$ cat src/rtl/btn_pkg.sv
// Shared definitions for pushbutton conditioning: FSM state encoding,
// the debounce-length sanity check and pad polarity helper.
`ifndef BTN_PKG_SV
`define BTN_PKG_SV

// Elaboration-time guard: a debounce length below one cycle is meaningless.
`define BTN_CHECK_N(n) \
    if ((n) < 1) begin : g_bad_debounce_cycles \
        $error("button_conditioner: DEBOUNCE_CYCLES must be >= 1"); \
    end

package btn_pkg;

    typedef logic [1:0] btn_state_t;

    localparam btn_state_t RELEASED     = 2'd0;
    localparam btn_state_t PRESS_WAIT   = 2'd1;
    localparam btn_state_t PRESSED      = 2'd2;
    localparam btn_state_t RELEASE_WAIT = 2'd3;

    // Map a synchronized pad level to "button is pressed" (1 = pressed).
    function automatic logic pad_to_pressed(input logic pad, input logic active_low);
        return pad ^ active_low;
    endfunction

endpackage

`endif

$ cat src/rtl/sync_2ff.sv
// Two-flop synchronizer for asynchronous pad inputs. Both stages reset to
// RESET_VALUE so a pad's idle level is presented while the system is in reset.
module sync_2ff #(
    parameter logic RESET_VALUE = 1'b0
) (
    input  logic clk,
    input  logic rst,
    input  logic d,
    output logic q
);

    logic meta;

    // Two-stage capture of the asynchronous input.
    always_ff @(posedge clk) begin
        if (rst) begin
            meta <= RESET_VALUE;
            q    <= RESET_VALUE;
        end else begin
            meta <= d;
            q    <= meta;
        end
    end

endmodule

$ cat src/rtl/button_conditioner.sv
// Pushbutton conditioner: synchronizes a bouncing pad, debounces it with a
// four-state FSM and produces a clean level, press/release pulses and a
// press-toggle. A new level is accepted only after DEBOUNCE_CYCLES+1
// consecutive samples agree.
module button_conditioner
    import btn_pkg::*;
#(
    parameter int DEBOUNCE_CYCLES = 4,
    parameter bit ACTIVE_LOW      = 1'b1,
    parameter int CW              = $clog2(DEBOUNCE_CYCLES + 1)
) (
    input  logic clk,
    input  logic rst,
    input  logic btn,
    output logic pressed,
    output logic rise,
    output logic fall,
    output logic toggle
);

    `BTN_CHECK_N(DEBOUNCE_CYCLES)

    localparam logic [CW-1:0] CNT_LAST = CW'(DEBOUNCE_CYCLES - 1);

    logic          btn_sync;
    logic          s;
    btn_state_t    state;
    logic [CW-1:0] cnt;

    // Idle pad level equals ACTIVE_LOW, so reset loads "not pressed".
    sync_2ff #(
        .RESET_VALUE(ACTIVE_LOW)
    ) u_sync (
        .clk(clk),
        .rst(rst),
        .d  (btn),
        .q  (btn_sync)
    );

    assign s = pad_to_pressed(btn_sync, ACTIVE_LOW);

    // Debounce FSM with qualification counter; all outputs registered.
    always_ff @(posedge clk) begin
        if (rst) begin
            state   <= RELEASED;
            cnt     <= '0;
            pressed <= 1'b0;
            rise    <= 1'b0;
            fall    <= 1'b0;
            toggle  <= 1'b0;
        end else begin
            rise <= 1'b0;
            fall <= 1'b0;
            case (state)
                RELEASED: begin
                    if (s) begin
                        state <= PRESS_WAIT;
                        cnt   <= '0;
                    end
                end
                PRESS_WAIT: begin
                    if (!s) begin
                        state <= RELEASED;
                        cnt   <= '0;
                    end else if (cnt == CNT_LAST) begin
                        state   <= PRESSED;
                        cnt     <= '0;
                        pressed <= 1'b1;
                        rise    <= 1'b1;
                        toggle  <= ~toggle;
                    end else begin
                        cnt <= cnt + CW'(1);
                    end
                end
                PRESSED: begin
                    if (!s) begin
                        state <= RELEASE_WAIT;
                        cnt   <= '0;
                    end
                end
                RELEASE_WAIT: begin
                    if (s) begin
                        state <= PRESSED;
                        cnt   <= '0;
                    end else if (cnt == CNT_LAST) begin
                        state   <= RELEASED;
                        cnt     <= '0;
                        pressed <= 1'b0;
                        fall    <= 1'b1;
                    end else begin
                        cnt <= cnt + CW'(1);
                    end
                end
                default: begin
                    state <= RELEASED;
                    cnt   <= '0;
                end
            endcase
        end
    end

endmodule

$ cat config.mk
export PLATFORM = sky130hd
export DESIGN_NAME = button_conditioner
export DESIGN_NICKNAME = d
export VERILOG_FILES = /design/src/rtl/btn_pkg.sv /design/src/rtl/sync_2ff.sv /design/src/rtl/button_conditioner.sv
export SDC_FILE = /design/constraint.sdc
export NUM_CORES = 1
export LEC_CHECK = 0
export ABC_AREA = 1
export BUFFER_PORTS_ARGS = -buffer_cell sky130_fd_sc_hd__buf_2
export CELL_PAD_IN_SITES_DETAIL_PLACEMENT = 1
export CELL_PAD_IN_SITES_GLOBAL_PLACEMENT = 2
export CORE_UTILIZATION = 28
export DETAILED_ROUTE_END_ITERATION = 6
export GPL_TIMING_DRIVEN = 0
export PLACE_DENSITY_LB_ADDON = 0.15
export SYNTH_ARGS = -nofsm -noshare
export SYNTH_HDL_FRONTEND = slang
export SYNTH_SLANG_ARGS = --single-unit
$ cat constraint.sdc
create_clock -name clk -period 1.3 [get_ports clk]
set_input_delay 0.26 -clock clk [delete_from_list [all_inputs] [get_ports clk]]
set_output_delay 0.26 -clock clk [all_outputs]
set_load 0.03 [all_outputs]
; Word-level counts from Yosys, hierarchy flattened
; Cells that the tools add are included.
[op_classes]
n_bitwise = 4
muxes = 19
n_addsub = 1
n_eq_ne = 12
n_reduce_logical = 8
[ops]
columns = cell, n
row1 = $mux W3, 5
row2 = $mux W2, 6
row3 = $pmux W3 S4, 1
row4 = $ne A2 B2 Y1 const B, 4
row5 = $pmux W2 S4, 1
row6 = $reduce_or A3 Y1, 2
row7 = $mux W1, 5
row8 = $reduce_and A5 Y1, 1
row9 = $eq A2 B2 Y1 const B, 2
row10 = $ne A2 B1 Y1 const B, 2
row11 = $not A1 Y1, 4
row12 = $reduce_and A4 Y1, 1
row13 = $add A3 B1 Y3 const B, 1
row14 = $eq A3 B2 Y1 const B, 1
row15 = $ne A3 B2 Y1 const B, 1
row16 = $ne A3 B3 Y1 const B, 1
row17 = $reduce_and A3 Y1, 1
row18 = $eq A2 B1 Y1 const B, 1
row19 = $logic_not A2 Y1, 1
row20 = $pmux W1 S2, 1
row21 = $reduce_and A2 Y1, 1
row22 = $reduce_bool A2 Y1, 1
[word_totals]
output_inout_bits = 4
regBits = 11
elab_cells = 52

; Logic depth before layout (Yosys ltp)
; Gate-level depths: netlist of run 1.
[logic_depth]
depth_word = 4
depth_mapped = 7
mapped_depth_nobuf = 7

; By module
; Synthesis of run 1 repeated with hierarchy kept, for this count alone.
[hier_totals]
hier_cells = 55
area_unflattened_um2 = 430.4
[by_module_without_submodules]
columns = module, area_each_um2, cells_per_inst, instances, seq_area_each_um2
row1 = button_conditioner, 371.6, 48, 1, 180.2
row2 = sync_2ff, 58.8, 7, 1, 40.0

; Worst setup path before layout of run 1
; No wires, ideal clock.
[synth_path]
path_type = reg2reg
startpoint = reg cnt[0]
endpoint = reg pressed
slack_ns = 0.324
stages_incl_launch_ff = 7
setup_ns = 0.114
n_path_buf = 0
t_arrival_ns = 0.862
period_less_slack_ns = 0.976
cell_sequence = dfxtp_1 ha_1 nand2_1 nor2_4 nand2_1 nand3_1 nand2_1
[synth_between]
elab_chain_cells = 3
word_cells_on_any_way = 4
classes_between = eq/ne (3) / reduce/logical (1)
[synth_lines]
columns = element, line
row1 = from (decl), button_conditioner.sv:28  ; logic [CW-1:0] cnt;
row2 = from (signal assigned), button_conditioner.sv:72  ; cnt <= cnt + CW'(1);
row3 = from (signal assigned), button_conditioner.sv:91  ; cnt <= cnt + CW'(1);
row4 = $eq A3 B2 Y1 (*), "button_conditioner.sv:65, button_conditioner.sv:85"
row5 = $ne A2 B2 Y1 (no line), --
row6 = $reduce_and A5 Y1 (no line) (*), --
row7 = to (signal assigned), button_conditioner.sv:47  ; pressed <= 1'b0;
row8 = to (signal assigned), button_conditioner.sv:68  ; pressed <= 1'b1;
row9 = to (signal assigned), button_conditioner.sv:88  ; pressed <= 1'b0;
row10 = to (decl), button_conditioner.sv:15  ; output logic pressed,
; Every way passes the cells marked *; elsewhere a longest branch is shown, timed or not.
; A chain may end at the register's enable or synchronous reset.

; Worst setup path in the final report of run 1
; Ends and elaborated chain as after synthesis.

==> impl_table.tex, run 1 <==
\begin{tabular}{lr}
\hline
Metric & Value \\
\hline
\multicolumn{2}{l}{\textbf{Placement}} \\
\quad Detailed placement HPWL & 676 µm \\
\quad Number of port buffers & 6 \\
\quad RD Place Congestion & 0.707 \\
\multicolumn{2}{l}{\textbf{Route}} \\
\quad Met1 WL & 381 µm \\
\quad Via count & 386 \\
\quad Max Used Layer & met4 \\
\quad Amount of wire on met2 after detailed routing & 397 µm \\
\quad Vias per cell & around 4.7 \\
\quad Antenna viol nets, final & 0 \\
\quad Total detailed-routing wirelength & 861 µm \\
\quad Wire length per cell after detailed routing & 10.5 µm \\
\quad Detailed-routing iteration count for the pre-antenna-repair pass & 2 \\
\quad Initial detailed-routing violation count & 1 \\
\quad Residual DRC & 0 \\
\quad Met3 wirelength from detailed routing & between 30 and 40 µm \\
\multicolumn{2}{l}{\textbf{Final layout}} \\
\quad Share of final-layout standard cells stronger than drive strength 1 & 0.288 \\
\quad Area added between synthesis and finish & 17.2\% \\
\quad Fill cell total of the finished layout & 195 \\
\quad Number of nets at the end of the flow & slightly above 70 \\
\quad Ant diodes & 0 \\
\multicolumn{2}{l}{\textbf{Power and ir drop}} \\
\quad Fraction of power consumed by the clock network & 0.389 \\
\quad Reported leakage power & 0.244 nW \\
\quad Cell Int Power & 0.467 mW \\
\quad Net Sw Frac & 0.220 \\
\quad Power per cell area & between 1000 and 1500 mW/mm² \\
\quad Sw Pwr & 0.132 mW \\
\quad Peak VDD IR & 476 µV \\
\quad Combinational fraction of design power & 0.037 \\
\quad Total power & 0.599 mW \\
\quad Flop pwr share & 0.574 \\
\multicolumn{2}{l}{\textbf{Synthesis}} \\
\quad Post-synthesis cell count & 56 \\
\quad Most frequently used flop master after synthesis & sky130\_fd\_sc\_hd\_\_dfxtp\_1 \\
\quad Synth Register Bits & 11 \\
\quad Post-synthesis instance area & 444 µm² \\
\quad Top area cells in the synthesized netlist & sky130\_fd\_sc\_hd\_\_dfxtp\_1, sky130\_fd\_sc\_hd\_\_nand3\_1, sky130\_fd\_sc\_hd\_\_nand2\_1 \\
\quad Sequential fraction of the synthesis area & 0.496 \\
\quad Count of yosys warnings during synthesis & 0 \\
\quad Library cell occupying the most area in the post-synthesis netlist & sky130\_fd\_sc\_hd\_\_dfxtp\_1 \\
\quad Post-Synthesis Mean Instance Area & 7.93 µm² \\
\quad Share of the synthesized area in the top cell type & 0.496 \\
\quad Synth cell count leaders & sky130\_fd\_sc\_hd\_\_dfxtp\_1, sky130\_fd\_sc\_hd\_\_nand2\_1, sky130\_fd\_sc\_hd\_\_nand3\_1 \\
\quad Synth Net Count & 60 \\
\quad Async SR Flop Fraction & 0 \\
\quad Post-synth cell types & 15 \\
\quad Count of flip-flops with a built-in enable after synthesis & 0 \\
\quad Most repeated cell in the gate-level netlist after synthesis & sky130\_fd\_sc\_hd\_\_dfxtp\_1 \\
\multicolumn{2}{l}{\textbf{Clock tree}} \\
\quad Inserted Clock Buffers & 3 \\
\quad Total number of clock tree sinks & 11 \\
\quad Clock slew at reported path FFs & 0.07 ns \\
\quad Worst-Skew Late Latency & 0.27 ns \\
\quad CTS tree & yes \\
\quad Post-CTS Setup Inserts & 0 \\
\quad Maximum root-to-sink buffer count & 2 \\
\quad CTS resizes & 0 \\
\quad Buffer type at the clock tree root & sky130\_fd\_sc\_hd\_\_clkbuf\_4 \\
\quad H-Tree Depth & 1 \\
\quad Number of buffers inserted by hold repair at cts & 0 \\
\multicolumn{2}{l}{\textbf{Critical path}} \\
\quad Crit path arrival time & 1.24 ns \\
\quad Type of the setup path with the least slack & reg -> reg \\
\quad Type of element launching the critical path & flop \\
\quad Required time of the critical path & 1.46 ns \\
\quad Worst Path Max Fanout & 3 \\
\quad Critical Path End Type & flop \\
\multicolumn{2}{l}{\textbf{Die}} \\
\quad Y dimension of the die & 41.8 µm \\
\quad Placeable core area & approximately 0.0015 mm² \\
\quad Die outline area & 0.00175 mm² \\
\quad I/O pin total & 7 \\
\quad Std-Cell Rows & 14 \\
\quad Die W & approximately 42 µm \\
\quad Initial Util & 0.298 \\
\multicolumn{2}{l}{\textbf{STA}} \\
\quad Final-layout setup total negative slack & 0 ns \\
\quad Final hold violations & 0 \\
\quad Worst-case clock skew & 0.00226 ns \\
\quad Post-layout min period & 1.08 ns \\
\quad Final number of max-transition violations & 0 \\
\quad Unrepaired setup endpoints after global routing & no \\
\quad Max Clock Freq & 0.927 GHz \\
\quad Total setup violations reported at the end of the flow & 0 \\
\quad Final worst path period share & 0.830 \\
\quad Rel. slew slack & 0.853 \\
\quad Transition at the pin with the smallest max-transition slack & 0.221 ns \\
\multicolumn{2}{l}{\textbf{GRT}} \\
\quad Global-route wire length before repair & 1.57 mm \\
\quad Largest net degree at the start of global routing & 7 \\
\quad Number of global-route vias before repair & 376 \\
\quad Combined global-route utilization of all metal layers & 0.128 \\
\quad Number of antenna violations at the first check in global routing & 0 \\
\quad Global route total overflow & 0 \\
\multicolumn{2}{l}{\textbf{Run}} \\
\quad Number of maximum-capacitance violations & 0 \\
\multicolumn{2}{l}{\textbf{Run status}} \\
\quad Run status & completed \\
\multicolumn{2}{l}{\textbf{Min path}} \\
\quad Worst min path class & in -> reg \\
\hline
\end{tabular}
layout make-up:
cell class / instances / area, µm² / area share
clock buffers: 4 / 26.3 / 0.0505
inverters: 9 / 33.8 / 0.0649
multi-input cells: 36 / 190 / 0.365
flip-flops and latches: 11 / 220 / 0.423
well taps: 16 / 20.0 / 0.0385
repair buffers: 6 / 30.0 / 0.0577
cells in the final DEF, fill, tap and decap left out, types with 2 or more instances in the layout:
master	instances
sky130_fd_sc_hd__nand2_2	2
sky130_fd_sc_hd__dfxtp_1	11
sky130_fd_sc_hd__nor2_2	2
sky130_fd_sc_hd__o21ai_1	2
sky130_fd_sc_hd__clkbuf_4	3
sky130_fd_sc_hd__nor2_1	5
sky130_fd_sc_hd__buf_2	6
sky130_fd_sc_hd__nand3_1	8
sky130_fd_sc_hd__inv_1	7
sky130_fd_sc_hd__inv_2	2
sky130_fd_sc_hd__nand2_1	8
sky130_fd_sc_hd__or2_2	2
sky130_fd_sc_hd__a21oi_1	3
routing by layer:
| layer | GRT usage | vias up |
|---|---|---|
| met1 | 0.131 | 175 |
| met3 | 0.0391 | 4 |
| met5 | 0 | - |
| li1 | - | 198 |
| met4 | 0.135 | 0 |
| met2 | 0.197 | 9 |
cells by family after synthesis:
family | after synthesis | synth area share
buffers and inverters | 9 | 0.0761
AO/OA/AOI/OAI | 6 | 0.0761
flip-flops | 11 | 0.496
AND/OR/NAND/NOR | 29 | 0.324
adder cells (fa/ha/maj) | 1 | 0.0282
worst max-delay path, stage by stage, from the launching register on:
cell                      delay (ns)
sky130_fd_sc_hd__dfxtp_1        0.36
sky130_fd_sc_hd__ha_1           0.21
sky130_fd_sc_hd__nand2_1        0.12
sky130_fd_sc_hd__nor2_4         0.11
sky130_fd_sc_hd__nand2_1        0.08
sky130_fd_sc_hd__nand3_1        0.07
sky130_fd_sc_hd__nand2_1        0.04
sequential cells by signal, indices dropped and copies added (netlist names), named ones only:
register     cells
rise             1
toggle           1
state            1
cnt              3
fall             1
u_sync.meta      1
u_sync.q         1
pressed          1
per-stage QoR:
step	setup WS, ns	hold slack [ns]	cell area [µm²]	util	std cells
floorplan	0.324	0.329	444	-	56
global placement	0.232	0.392	494	0.332	78
detailed placement	0.223	0.407	494	0.332	78
CTS	0.201	0.165	520	0.350	82
global route	0.0843	0.179	520	0.350	82
finish	0.221	0.173	520	0.350	82
worst paths after layout:
| kind | from | to | slack (ns) | cells after the start |
|---|---|---|---|---|
| worst max-delay path | cnt[0] | pressed | 0.22 | 6 |
| worst min-delay path | btn | u_sync.meta | 0.17 | 2 |
| worst max register to register | cnt[0] | pressed | 0.22 | 6 |
| worst min register to register | u_sync.meta | u_sync.q | 0.41 | 1 |
power groups by stage:
stage                     Sequential, mW  Combinational, mW  Clock [mW]
after floorplan                    0.351             0.0138           0
after global placement             0.352             0.0225           0
after detailed placement           0.352             0.0229           0
after CTS                          0.344             0.0229       0.244
after global routing               0.344             0.0254       0.259
final                              0.344             0.0219       0.233
Power figures use the tool's default switching activity.
==> inputs of run 2 (changes only) <==
- clock period: 1.3 -> 1 ns (I/O delays scaled with it)
==> run 2 against run 1 <==
Against the previous run:
- clock-buffer cell count stayed put
- sequential power is 29% higher
- power is 30% higher
- via count is 0.52% higher
- register-to-register slack worse by 0.22 ns
- utilization is 1.8 points higher
- maximum frequency is 8.4% higher
- clock power is 30% higher
- critical endpoint unchanged
- wire length is 0.23% lower
- setup slack worse by 0.22 ns
- critical path depth stayed put
- non-clock buffer count stayed put
==> impl_table.tex, run 2 (same netlist as run 1, synthesis figures left out) <==
\begin{tabular}{lr}
\hline
Metric & Value \\
\hline
\multicolumn{2}{l}{\textbf{Final layout}} \\
\quad Share of final-layout standard cells stronger than drive strength 1 & 0.333 \\
\quad Leading cell types in the layout, fill and taps excluded & sky130\_fd\_sc\_hd\_\_dfxtp\_1, sky130\_fd\_sc\_hd\_\_nand2\_1, sky130\_fd\_sc\_hd\_\_nand3\_1 \\
\quad Area added between synthesis and finish & 23.1\% \\
\quad Post-route standard cell area excluding fillers & approximately 550 µm² \\
\quad Non-filler cells, final & between 80 and 90 \\
\quad Most common cell after layout, fill and taps aside & sky130\_fd\_sc\_hd\_\_dfxtp\_1 \\
\quad Number of nets at the end of the flow & 71 \\
\quad Max FFs per register & 3 \\
\quad Ant diodes & 0 \\
\quad Largest register by flop count & cnt \\
\multicolumn{2}{l}{\textbf{Route}} \\
\quad Residual DRC & 0 \\
\quad Total detailed-routing wirelength & approximately 860 µm \\
\quad Antenna viol nets, final & 0 \\
\quad Detailed-routing iteration count for the pre-antenna-repair pass & 2 \\
\quad Wire length per cell after detailed routing & $\sim$10 µm \\
\quad Initial detailed-routing violation count & 1 \\
\quad Vias per cell & approximately 4.7 \\
\quad Via count & 388 \\
\multicolumn{2}{l}{\textbf{Placement}} \\
\quad Detailed placement HPWL & 676 µm \\
\quad Number of port buffers & 6 \\
\quad DP Area & 494 µm² \\
\quad Placed cells & 78 \\
\quad Worst slack at placement & -0.0766 ns \\
\quad RD Place Congestion & about 0.71 \\
\multicolumn{2}{l}{\textbf{GRT}} \\
\quad Number of antenna violations at the first check in global routing & 0 \\
\quad Global-route wire length before repair & 1.58 mm \\
\quad Combined global-route utilization of all metal layers & 0.129 \\
\quad Global route total overflow & 0 \\
\quad Largest net degree at the start of global routing & 7 \\
\quad Number of global-route vias before repair & 379 \\
\multicolumn{2}{l}{\textbf{STA}} \\
\quad Total setup violations reported at the end of the flow & 0 \\
\quad Unrepaired setup endpoints after global routing & yes \\
\quad Post-layout min period & 0.995 ns \\
\quad Max Clock Freq & approximately 1.0 GHz \\
\quad Worst-case clock skew & 0.00227 ns \\
\quad Rel. slew slack & 0.853 \\
\quad Transition at the pin with the smallest max-transition slack & 0.220 ns \\
\quad Final hold violations & 0 \\
\quad Final-layout setup total negative slack & 0 ns \\
\quad Final worst path period share & 0.995 \\
\quad Final number of max-transition violations & 0 \\
\quad Fin worst setup slack & 0.00489 ns \\
\multicolumn{2}{l}{\textbf{Clock tree}} \\
\quad Total number of clock tree sinks & 11 \\
\quad Buffer type at the clock tree root & sky130\_fd\_sc\_hd\_\_clkbuf\_4 \\
\quad H-Tree Depth & 1 \\
\quad Post-CTS Setup Inserts & 0 \\
\quad CTS tree & yes \\
\quad Maximum root-to-sink buffer count & 2 \\
\quad Number of buffers inserted by hold repair at cts & 0 \\
\quad Inserted Clock Buffers & 3 \\
\quad Worst-Skew Late Latency & approximately 0.27 ns \\
\quad Clock slew at reported path FFs & 0.07 ns \\
\multicolumn{2}{l}{\textbf{Critical path}} \\
\quad Type of element launching the critical path & flop \\
\quad Cell type of the slowest stage on the worst timing path & sky130\_fd\_sc\_hd\_\_dfxtp\_4 \\
\quad Number of buffers and inverters on the critical path & 0 \\
\quad Critical Path, Cell by Cell & ha\_4 -> nand2\_1 -> nor2\_4 -> nand2\_1 -> nand3\_1 -> nand2\_1 \\
\quad Crit path arrival time & roughly 1.2 ns \\
\quad Required time of the critical path & 1.16 ns \\
\quad Beginning of the critical path & cnt[0] \\
\quad Most numerous cell on the critical path & sky130\_fd\_sc\_hd\_\_nand2\_1 \\
\quad Type of the setup path with the least slack & reg -> reg \\
\quad Slowest cell delay on critical path & $\sim$0.37 ns \\
\quad Worst Path Max Fanout & 3 \\
\quad Category of cells accounting for the largest share of critical-path delay & simple AND/OR/NAND/NOR gates \\
\quad Critical Path End Type & flop \\
\quad R2r startpoint & cnt[0] \\
\multicolumn{2}{l}{\textbf{Die}} \\
\quad Die outline area & between 0.0015 and 0.002 mm² \\
\quad Initial Util & 0.298 \\
\quad Std-Cell Rows & 14 \\
\quad Placeable core area & approximately 0.0015 mm² \\
\quad I/O pin total & 7 \\
\quad Die W & $\sim$42 µm \\
\quad Y dimension of the die & 41.8 µm \\
\multicolumn{2}{l}{\textbf{Min path}} \\
\quad Worst min path class & in -> reg \\
\quad Launch point of the worst hold path & btn \\
\multicolumn{2}{l}{\textbf{Run}} \\
\quad Number of maximum-capacitance violations & 0 \\
\multicolumn{2}{l}{\textbf{Run status}} \\
\quad Run status & completed \\
\multicolumn{2}{l}{\textbf{Power and ir drop}} \\
\quad Reported leakage power & 0.243 nW \\
\quad Peak VDD IR & 619 µV \\
\quad Power per cell area & between 1000 and 1500 mW/mm² \\
\hline
\end{tabular}
run 2: cell types whose count changed in the layout (fill, tap and decap cells not counted):
cell and change:
sky130_fd_sc_hd__buf_4 +1, sky130_fd_sc_hd__buf_6 +1, sky130_fd_sc_hd__dfxtp_1 -2, sky130_fd_sc_hd__ha_1 -1
sky130_fd_sc_hd__dfxtp_2 +1, sky130_fd_sc_hd__buf_2 -2, sky130_fd_sc_hd__ha_4 +1, sky130_fd_sc_hd__dfxtp_4 +1
run 2: final timing paths:
| path | slack [ns] | depth (start not counted) | end |
|---|---|---|---|
| worst min register to register | 0.41 | 1 | u_sync.q |
| worst max-delay path | 0.005 | 6 | pressed |
| worst min-delay path | 0.11 | 2 | u_sync.meta |
| worst max register to register | 0.005 | 6 | pressed |
run 2: where the power goes:
group,switching (mW),leakage (nW),internal [mW]
Clock,0.148,0.0150,0.154
Combinational,0.0188,0.137,0.00978
Sequential,0.00428,0.0905,0.440
run 2: worst register-to-register path: cells and delay by family, from the launching register on:
family / cells / cell delay (ns)
simple gates: 5 / 0.40
fa+ha+maj: 1 / 0.14
flops: 1 / 0.37
run 2: layer usage:
| metal | global-route usage | share of wire |
|---|---|---|
| met4 | 0.135 | 0.054 |
| met5 | 0 | 0 |
| met2 | 0.197 | 0.46 |
| met1 | 0.134 | 0.44 |
| met3 | 0.0391 | 0.038 |
run 2: through the flow:
stage / power (mW) / util / hold WS, ns
floorplan: 0.474 / - / 0.269
global placement: 0.486 / 0.332 / 0.384
detailed placement: 0.487 / 0.332 / 0.387
CTS: 0.792 / 0.363 / 0.105
global route: 0.815 / 0.367 / 0.120
finish: 0.776 / 0.367 / 0.113
run 2: cell type report:
cell class / count / area [µm²]
timing repair buffer: 6 / 38.8
clock buffer: 4 / 26.3
inverter: 9 / 33.8
sequential: 11 / 225
fill: 188 / 942
tap: 16 / 20.0
multi-input combinational: 36 / 203
run 2: timing repair:
item,in CTS,in global routing
endpoints found under the setup margin,7,7
pin swaps,0,1
gates resized for setup,6,3
==> inputs of run 3 (changes only) <==
- BUFFER_PORTS_ARGS: -buffer_cell sky130_fd_sc_hd__buf_2 -> not set
- CORE_UTILIZATION: 28 -> 31
- DONT_BUFFER_PORTS: not set -> 1
- SETUP_SLACK_MARGIN: not set -> 0.02
==> run 3 against run 2 <==
Against the previous run:
- clock skew hardly changed
- via count shrank 0.77%
- power decreased by 0.28%
- design area grew 5.0%
- combinational power rose by 1%
==> impl_table.tex, run 3 (same netlist as run 1, synthesis figures left out) <==
\begin{tabular}{lr}
\hline
Metric & Value \\
\hline
\multicolumn{2}{l}{\textbf{Run status}} \\
\quad Run status & completed \\
\multicolumn{2}{l}{\textbf{Route}} \\
\quad Wire length per cell after detailed routing & 12.1 µm \\
\quad Detailed-routing iteration count for the pre-antenna-repair pass & 4 \\
\quad Total detailed-routing wirelength & 956 µm \\
\quad Vias per cell & 4.87 \\
\quad Antenna viol nets, final & 0 \\
\quad Residual DRC & 0 \\
\quad Max Used Layer & met4 \\
\quad Via count & 385 \\
\quad Met3 wirelength from detailed routing & roughly 23 µm \\
\quad Amount of wire on met2 after detailed routing & 468 µm \\
\quad Met1 WL & 441 µm \\
\quad Initial detailed-routing violation count & 3 \\
\multicolumn{2}{l}{\textbf{STA}} \\
\quad Final worst path period share & 0.974 \\
\quad Final number of max-transition violations & 0 \\
\quad Final hold violations & 0 \\
\quad Total setup violations reported at the end of the flow & 0 \\
\quad Worst-case clock skew & 0.00241 ns \\
\quad Post-layout min period & 0.974 ns \\
\quad Worst hold slack & 0.0346 ns \\
\quad Rel. slew slack & 0.786 \\
\quad Final-layout setup total negative slack & 0 ns \\
\quad Max Clock Freq & approximately 1.0 GHz \\
\quad Unrepaired setup endpoints after global routing & yes \\
\quad Transition at the pin with the smallest max-transition slack & 0.320 ns \\
\multicolumn{2}{l}{\textbf{Final layout}} \\
\quad Max FFs per register & 3 \\
\quad Storage element area & 229 µm² \\
\quad Number of nets at the end of the flow & 69 \\
\quad Fill cell total of the finished layout & 164 \\
\quad Share of final-layout standard cells stronger than drive strength 1 & 0.484 \\
\quad Non-filler cells, final & 79 \\
\quad Largest register by flop count & cnt \\
\quad Ant diodes & 0 \\
\quad Most common cell after layout, fill and taps aside & sky130\_fd\_sc\_hd\_\_dfxtp\_2 \\
\quad Leading cell types in the layout, fill and taps excluded & sky130\_fd\_sc\_hd\_\_dfxtp\_2, sky130\_fd\_sc\_hd\_\_inv\_1, sky130\_fd\_sc\_hd\_\_nand2\_1, sky130\_fd\_sc\_hd\_\_nand3\_1 \\
\quad Multi-input logic area & 234 µm² \\
\quad Area added between synthesis and finish & 29.3\% \\
\multicolumn{2}{l}{\textbf{GRT}} \\
\quad Number of antenna violations at the first check in global routing & 0 \\
\quad Global route total overflow & 0 \\
\quad Number of global-route vias before repair & 364 \\
\quad Combined global-route utilization of all metal layers & 0.162 \\
\quad Global-route wire length before repair & 1.58 mm \\
\quad Largest net degree at the start of global routing & 7 \\
\multicolumn{2}{l}{\textbf{Clock tree}} \\
\quad Buffer type at the clock tree root & sky130\_fd\_sc\_hd\_\_clkbuf\_4 \\
\quad Worst-Skew Late Latency & 0.26 ns \\
\quad Maximum root-to-sink buffer count & 2 \\
\quad Total number of clock tree sinks & 11 \\
\quad Inserted Clock Buffers & 3 \\
\quad CTS tree & yes \\
\quad H-Tree Depth & 1 \\
\quad Clock slew at reported path FFs & 0.07 ns \\
\multicolumn{2}{l}{\textbf{Critical path}} \\
\quad R2r startpoint & cnt[0] \\
\quad Worst Path Max Fanout & 2 \\
\quad Depth of the most critical reg-to-reg path & 7 \\
\quad Crit path arrival time & 0.77 ns \\
\quad Reg2Reg Setup Slack & between 0.02 and 0.03 ns \\
\quad Worst R2R End & toggle \\
\quad Critical Path End Type & output pin \\
\quad Required time of the critical path & 0.80 ns \\
\quad Type of element launching the critical path & flop \\
\quad Type of the setup path with the least slack & reg -> out \\
\multicolumn{2}{l}{\textbf{Min path}} \\
\quad Number of cells on the worst hold path & 1 \\
\quad Launch point of the worst hold path & btn \\
\quad Worst min path class & in -> reg \\
\quad End point of the most critical hold path & u\_sync.meta \\
\multicolumn{2}{l}{\textbf{Placement}} \\
\quad Placed cells & 71 \\
\quad Number of port buffers & 0 \\
\quad Detailed placement HPWL & 658 µm \\
\quad RD Place Congestion & 0.774 \\
\multicolumn{2}{l}{\textbf{Power and ir drop}} \\
\quad Cell Int Power & 0.607 mW \\
\quad Flop pwr share & 0.578 \\
\quad Combinational fraction of design power & 0.038 \\
\quad Peak VDD IR & 593 µV \\
\quad Fraction of power consumed by the clock network & 0.384 \\
\quad Reported leakage power & 0.237 nW \\
\quad Power per cell area & 1350 mW/mm² \\
\quad Net Sw Frac & 0.215 \\
\quad Sw Pwr & 0.166 mW \\
\quad Total power & 0.774 mW \\
\multicolumn{2}{l}{\textbf{Die}} \\
\quad Initial Util & 0.337 \\
\quad Y dimension of the die & $\sim$40 µm \\
\quad I/O pin total & 7 \\
\quad Placeable core area & 0.00132 mm² \\
\quad Die W & about 40 µm \\
\quad Std-Cell Rows & 13 \\
\quad Die outline area & 0.00159 mm² \\
\multicolumn{2}{l}{\textbf{Run}} \\
\quad Number of maximum-capacitance violations & 0 \\
\hline
\end{tabular}
[run 3: cell types whose count changed in the layout (fill, tap and decap cells not counted), sizes merged]
cell and change:
buf -3, dlygate4sd3 +1
[run 3: layout make-up]
cell class / count / area share
Clock buffer: 4 / 0.0458
Inverter: 9 / 0.0588
Multi-Input combinational cell: 36 / 0.407
Sequential cell: 11 / 0.399
Tap cell: 15 / 0.0327
Timing Repair Buffer: 4 / 0.0566
[run 3: layer usage]
metal	vias up	GRT usage
li1	193	-
met4	0	0.129
met1	182	0.184
met2	6	0.254
met3	4	0.0398
met5	-	0
[run 3: how the worst max path moves through the flow]
stage | cells after the start | end | from
final | 0 | toggle | toggle
after global routing | 6 | pressed | cnt[0]
after CTS | 7 | toggle | cnt[1]
after detailed placement | 6 | pressed | cnt[0]
after global placement | 6 | pressed | cnt[0]
after floorplan | 6 | pressed | cnt[0]
[run 3: power by group through the flow]
stage | registers (mW) | logic, mW | clock network [mW]
finish | 0.447 | 0.0290 | 0.297
global placement | 0.457 | 0.0221 | 0
CTS | 0.447 | 0.0231 | 0.311
global route | 0.448 | 0.0320 | 0.334
detailed placement | 0.457 | 0.0223 | 0
floorplan | 0.456 | 0.0179 | 0
[run 3: timing repair]
action                                  CTS  global route
hold endpoints to repair                  3             3
endpoints found under the setup margin    8            10
cloned                                    0             0
setup buffers                             3             0
pin swaps                                 1             4
resized for setup                         7            11
[run 3: stage by stage]
step | util | setup slack (ns) | area, µm²
after floorplan | - | 0.0241 | 444
after global placement | 0.351 | -0.0641 | 463
after detailed placement | 0.351 | -0.0926 | 463
after CTS | 0.403 | 0.00242 | 531
after global routing | 0.436 | -0.0296 | 574
final | 0.436 | 0.0259 | 574
